--- src/rtl/fifo_pkg.sv ---
`default_nettype none
// ============================================================================
//  Module      : fifo_pkg
//  Description : Shared types and defaults for the FIFO stream reader.
//  Revision    : 1.0 - initial release
// ============================================================================
package fifo_pkg;

    localparam int FIFO_WIDTH_DEF = 16;
    localparam int FIFO_DEPTH_DEF = 8;
    localparam int STATS_W        = 16;

    typedef enum logic [1:0] {
        IDLE  = 2'd0,
        RUN   = 2'd1,
        DRAIN = 2'd2
    } reader_state_e;

endpackage
`default_nettype wire

--- src/rtl/fifo_reader_skid.sv ---
`default_nettype none
// ============================================================================
//  Module      : fifo_reader_skid
//  Description : Two-entry order-preserving skid buffer; the head register
//                drives the downstream data directly.
//  Revision    : 1.0 - initial release
// ============================================================================
module fifo_reader_skid
    import fifo_pkg::*;
#(
    parameter int WIDTH = FIFO_WIDTH_DEF
) (
    input  logic             clk,
    input  logic             rst_n,
    input  logic             push,
    input  logic [WIDTH-1:0] push_data,
    input  logic             pop,
    input  logic             clear,
    output logic [1:0]       occ,
    output logic [WIDTH-1:0] head_data,
    output logic             head_valid
);

    logic [1:0]       r_occ;
    logic [WIDTH-1:0] r_head;
    logic [WIDTH-1:0] r_tail;

    always_ff @(posedge clk or negedge rst_n) begin
        if (!rst_n) begin
            r_occ  <= 2'd0;
            r_head <= '0;
            r_tail <= '0;
        end else if (clear) begin
            r_occ <= 2'd0;
        end else begin
            case ({push, pop})
                2'b10: begin
                    if (r_occ == 2'd0) r_head <= push_data;
                    else               r_tail <= push_data;
                    r_occ <= r_occ + 2'd1;
                end
                2'b01: begin
                    r_head <= r_tail;
                    r_occ  <= r_occ - 2'd1;
                end
                2'b11: begin
                    // Simultaneous push and pop: occupancy unchanged, queue shifts.
                    if (r_occ == 2'd1) begin
                        r_head <= push_data;
                    end else begin
                        r_head <= r_tail;
                        r_tail <= push_data;
                    end
                end
                default: ;
            endcase
        end
    end

    assign occ        = r_occ;
    assign head_data  = r_head;
    assign head_valid = (r_occ != 2'd0);

endmodule
`default_nettype wire

--- src/rtl/fifo_stream_reader.sv ---
`default_nettype none
// ============================================================================
//  Module      : fifo_stream_reader
//  Description : FIFO read-side controller issuing rd_en on credit and
//                presenting words on a valid/ready stream. Optional counters
//                enabled by defining FIFO_READER_STATS_EN.
//  Revision    : 1.0 - initial release
// ============================================================================
module fifo_stream_reader
    import fifo_pkg::*;
#(
    parameter int FIFO_WIDTH = FIFO_WIDTH_DEF,
    parameter int FIFO_DEPTH = FIFO_DEPTH_DEF
) (
    input  logic                  clk,
    input  logic                  rst_n,
    input  logic                  en,
    input  logic                  flush,
    input  logic                  empty,
    input  logic                  underflow,
    input  logic [FIFO_WIDTH-1:0] data_out,
    output logic                  rd_en,
    output logic                  m_valid,
    input  logic                  m_ready,
    output logic [FIFO_WIDTH-1:0] m_data,
    output logic                  busy,
    output logic                  underflow_err,
    output logic [STATS_W-1:0]    words_out,
    output logic [STATS_W-1:0]    stall_cycles
);

    if (FIFO_DEPTH < 1 || FIFO_DEPTH > (1 << STATS_W) - 1) begin : g_depth_check
        $error("FIFO_DEPTH out of range for the statistics counters");
    end

    reader_state_e r_state;
    reader_state_e w_state_nxt;
    logic          r_pend;
    logic          r_underflow_err;
    logic [1:0]    w_occ;
    logic          w_pop;
    logic          w_push;
    logic [2:0]    w_credit;

    assign w_pop    = m_valid & m_ready;
    // Words held or in flight after this cycle's pop; doubles as next occupancy in DRAIN.
    assign w_credit = {1'b0, w_occ} + {2'b00, r_pend} - {2'b00, w_pop};
    assign rd_en    = (r_state == RUN) & ~empty & ~flush & (w_credit < 3'd2);
    assign w_push   = r_pend & ~flush;

    fifo_reader_skid #(
        .WIDTH (FIFO_WIDTH)
    ) u_skid (
        .clk        (clk),
        .rst_n      (rst_n),
        .push       (w_push),
        .push_data  (data_out),
        .pop        (w_pop & ~flush),
        .clear      (flush),
        .occ        (w_occ),
        .head_data  (m_data),
        .head_valid (m_valid)
    );

    always_ff @(posedge clk or negedge rst_n) begin
        if (!rst_n) begin
            r_state         <= IDLE;
            r_pend          <= 1'b0;
            r_underflow_err <= 1'b0;
        end else begin
            r_state         <= w_state_nxt;
            r_pend          <= rd_en;
            r_underflow_err <= r_underflow_err | underflow;
        end
    end

    always_comb begin
        w_state_nxt = r_state;
        if (flush) begin
            w_state_nxt = en ? RUN : IDLE;
        end else begin
            case (r_state)
                IDLE:    if (en) w_state_nxt = RUN;
                RUN:     if (!en) w_state_nxt = ((w_occ != 2'd0) || r_pend) ? DRAIN : IDLE;
                DRAIN: begin
                    if (en)                      w_state_nxt = RUN;
                    else if (w_credit == 3'd0)   w_state_nxt = IDLE;
                end
                default: w_state_nxt = IDLE;
            endcase
        end
    end

    assign busy          = (r_state != IDLE) | (w_occ != 2'd0) | r_pend;
    assign underflow_err = r_underflow_err;

`ifdef FIFO_READER_STATS_EN
    logic [STATS_W-1:0] r_words_out;
    logic [STATS_W-1:0] r_stall_cycles;

    always_ff @(posedge clk or negedge rst_n) begin
        if (!rst_n) begin
            r_words_out    <= '0;
            r_stall_cycles <= '0;
        end else begin
            if (w_pop && !flush && (r_words_out != {STATS_W{1'b1}}))
                r_words_out <= r_words_out + 1'b1;
            if (m_valid && !m_ready && (r_stall_cycles != {STATS_W{1'b1}}))
                r_stall_cycles <= r_stall_cycles + 1'b1;
        end
    end

    assign words_out    = r_words_out;
    assign stall_cycles = r_stall_cycles;
`else
    assign words_out    = '0;
    assign stall_cycles = '0;
`endif

endmodule
`default_nettype wire

--- config.mk ---
export PLATFORM = sky130hd
export DESIGN_NAME = fifo_stream_reader
export DESIGN_NICKNAME = d
export VERILOG_FILES = /design/src/rtl/fifo_pkg.sv /design/src/rtl/fifo_reader_skid.sv /design/src/rtl/fifo_stream_reader.sv
export SDC_FILE = /design/constraint.sdc
export NUM_CORES = 1
export LEC_CHECK = 0
export CORE_MARGIN = 10
export CORE_UTILIZATION = 37
export CTS_CLUSTER_DIAMETER = 150
export DETAILED_ROUTE_END_ITERATION = 8
export PLACE_DENSITY = 0.73
export SYNTH_ARGS = -nofsm -noshare
export SYNTH_HDL_FRONTEND = slang
export SYNTH_HIERARCHICAL = 1
export SYNTH_SLANG_ARGS = --single-unit
--- constraint.sdc ---
create_clock -name clk -period 2.3 [get_ports clk]
set_input_delay 0.23 -clock clk [delete_from_list [all_inputs] [get_ports clk]]
set_output_delay 0.23 -clock clk [all_outputs]
set_load 0.05 [all_outputs]
==> impl_results.md <==
- Worst R2R End: r_state[1]
- Overflow after GRT: 0
- Worst R2R Path Depth: 11
- Met3 usage: 3.32%
- Post-route ant nets: 0
- Row cnt: 27
- Simple-Gate Fraction of Synth Area: 5.36%
- Mean Syn Cell Area: 13.2 um^2
- Seq cells post-synth: 38
- Post-Synth XOR/XNOR Area: 1.21%
- Most frequent cells in the layout: clkdlybuf4s50_1 (39), dfrtp_1 (37), conb_1 (32)
- Synth cell types: 27
- M2 GR Usage: 16.3%
- H-tree depth: 2
- Crit. End Element: output pin
- Final WS setup: -0.308 ns
- CTS buffer count: 5
- Initial antenna violation count: 0
- Fmax: 0.383 GHz
- Final HPWL DP: 3340 um
- Post-synth ARST share: 100%
- Sequential share of the synthesized area: 43.8%
- Most common cell after layout, fill and taps aside: clkdlybuf4s50_1
- Final min period: 2.61 ns
- Routability cong.: 0.715
- First-pass GRT wire length: 6840 um
- Max clock buf depth: 2
- GR peak layer: met2
- Area growth from synthesis to layout: 34.6%
- Required @ worst endpoint: 2.07 ns
- DRT Wirelength: 4410 um
- Tightest Hold Check Type: in2async
- Via/cell ratio: 4.45
- Dpl ws: -0.0666 ns
- Top cells by area, synth: dfrtp_1 (44%), mux2_2 (20%), buf_4 (11%)
- Post-synth top area share: 43.8%
- Failing checks: setup timing
- Core area: 0.00561 mm^2
- Slew HR: 42.6%
- Worst slew pin tran: 0.861 ns
- Post-synth top flop: dfrtp_1
- Adder-Cell Fraction of Synth Area: 3.80%
- Outcome: complete, but fails checks
- Max-cap violations: 0
- Diode count: 0
- Final setup TNS: -0.308 ns
- Synth warn: 6
- Vias in the first global route: 1,409
- Post-synthesis mux area share: 26.6%
- Skew-Pair Late Insertion Delay: 0.29 ns
- CP Class: reg2out
- Reg area: 952 um^2
- Critical Path End: rd_en
- DIE AREA: 0.00933 mm^2
- RSZ-0062 raised after global routing: yes
- P_leak: 1.36 nW
- Startpoint Class: flop
- CTS sink cnt: 38
- R2R Path Start: u_skid/occ[0]
- Complex-gate fraction of the synthesized area: 4.50%
- Crit Path Max Fanout: 2
- Reg clk slew, reported paths: 0.07 ns
- Die width: 96.6 um
- Design area: 0.00292 mm^2
- # setup viols final: 1
- Multi-input logic area: 0.00114 mm^2
- GR Util met1: 10.3%
- Port bufs: 42
- Mapped cell area: 0.00217 mm^2
- EDFF count, synth: 0
- Num ports: 75
- Dominant cell type by area after synthesis: dfrtp_1
- Flop2flop setup slack: 0.08 ns
- Critical path launch point: u_skid/occ[0]
- Starting density of the core: 38.7%
- Final Net Count: 254
- Layout filler cell count: 499
- # hold bufs at CTS: 0
- Post-route DRC: 0
- Clock Skews: 0.00968 ns
- Largest net degree at the start of global routing: 39
- Largest family of logic cells by synthesized area: multiplexers
- Cell Pwr Density: 992 mW/mm^2
- TritonCTS clock tree: done
- Starting DRT DRC Count: 45
- Fin. Hold Viols: 0
- Clock Root Buffer: clkbuf_8
- Per-cell routed wire length: 14.8 um
- DIE HEIGHT: 96.6 um
- Cell count after synthesis: 165
- Placed Cells: 287
- Placed cell area: 0.00279 mm^2
- Fin crit share: 113%
- Share of layout cells above drive strength 1: 42.2%
- Critical Path AT: 2.38 ns
- Max-slew violation count: 0
- GR Util All Layers: 9.45%
- Total number of vias: 1,323
- 1st-pass router iterations: 4
- Worst vdd ir: 510 uV
- Final instance count without filler cells: 297
[power by group]
group / internal [mW] / switching (mW)
sequential: 0.857 / 0.0969
combinational: 0.522 / 0.854
clock: 0.347 / 0.221
[state kept, by name, indices dropped and copies added, names as in the netlist]
signal / count
underflow_err: 1
u_skid/occ: 2
r_pend: 1
u_skid/r_tail: 16
u_skid/head_data: 16
r_state: 2
[routing by layer]
layer / routed length (um) / part of all wire [%]
met3: 461 / 10
met5: 0 / 0
met1: 1610 / 37
met4: 47 / 1.1
met2: 2290 / 52
[worst min path at each step]
stage	cells after the start	from	slack, ns	endpoint
6_report	1	rst_n	0.06	u_skid/occ[0]
2_1_floorplan	0	rst_n	-0.07	r_pend
4_1_cts	1	rst_n	0.09	u_skid/head_data[2]
3_5_place_dp	1	rst_n	0.41	u_skid/head_data[4]
3_3_place_gp	1	rst_n	0.40	u_skid/occ[0]
5_1_grt	1	rst_n	0.13	u_skid/head_data[7]
[Yosys cell counts (2+ instances only)]
cell,n
or3_1,2
mux2_4,10
nor2_1,2
nor4b_1,3
nor2b_1,2
dfrtp_1,38
buf_6,3
inv_1,9
and2_1,2
ha_1,5
mux2_2,38
xnor2_1,3
a21boi_4,2
buf_4,33
[kinds of logic (layout without fill, tap and decap cells)]
logic type	count (synthesis)	after routing
adders and majority gates	6	6
DFF	38	38
buffers and inverters	45	74
xor gates and xnor gates	3	3
other	1	32
and+or+nand+nor	17	17
AOI/OAI and AO/OA	7	7
muxes	48	48
[through the flow]
| stage | hold slack (ns) | util [%] | power [mW] |
|---|---|---|---|
| after global routing | 0.125 | 52.1 | 3.04 |
| after floorplan | -0.0656 | - | 1.93 |
| final | 0.0580 | 52.1 | 2.90 |
| after global placement | 0.403 | 49.7 | 2.33 |
| after detailed placement | 0.409 | 49.7 | 2.35 |
| after CTS | 0.0945 | 52.1 | 2.95 |
[worst max-delay path, cell delays in order, from the launching register on]
cell and delay (ns):
dfrtp_1 0.39, inv_2 0.09, ha_4 0.15, clkinvlp_4 0.08
and2_4 0.14, ha_4 0.21, inv_2 0.06, ha_4 0.11
inv_2 0.03, fa_2 0.52, and3_4 0.19, buf_12 0.13
[area by class of cell]
cell class                      count  share of cell area [%]
Clock buffer                        6                    2.83
Clock inverter                      1                    1.03
Inverter                            9                    1.28
Multi-Input combinational cell    113                    38.9
Sequential cell                    38                    32.6
Tap cell                           72                    3.08
Timing Repair Buffer               58                    20.3
[repair_timing]
action / CTS / global route
pin swaps: 4 / 0
setup endpoints to repair: 1 / 1
buffers inserted: 3 / 0
gates resized for setup: 0 / 0
Note: power is estimated with default switching activity, not from simulation.
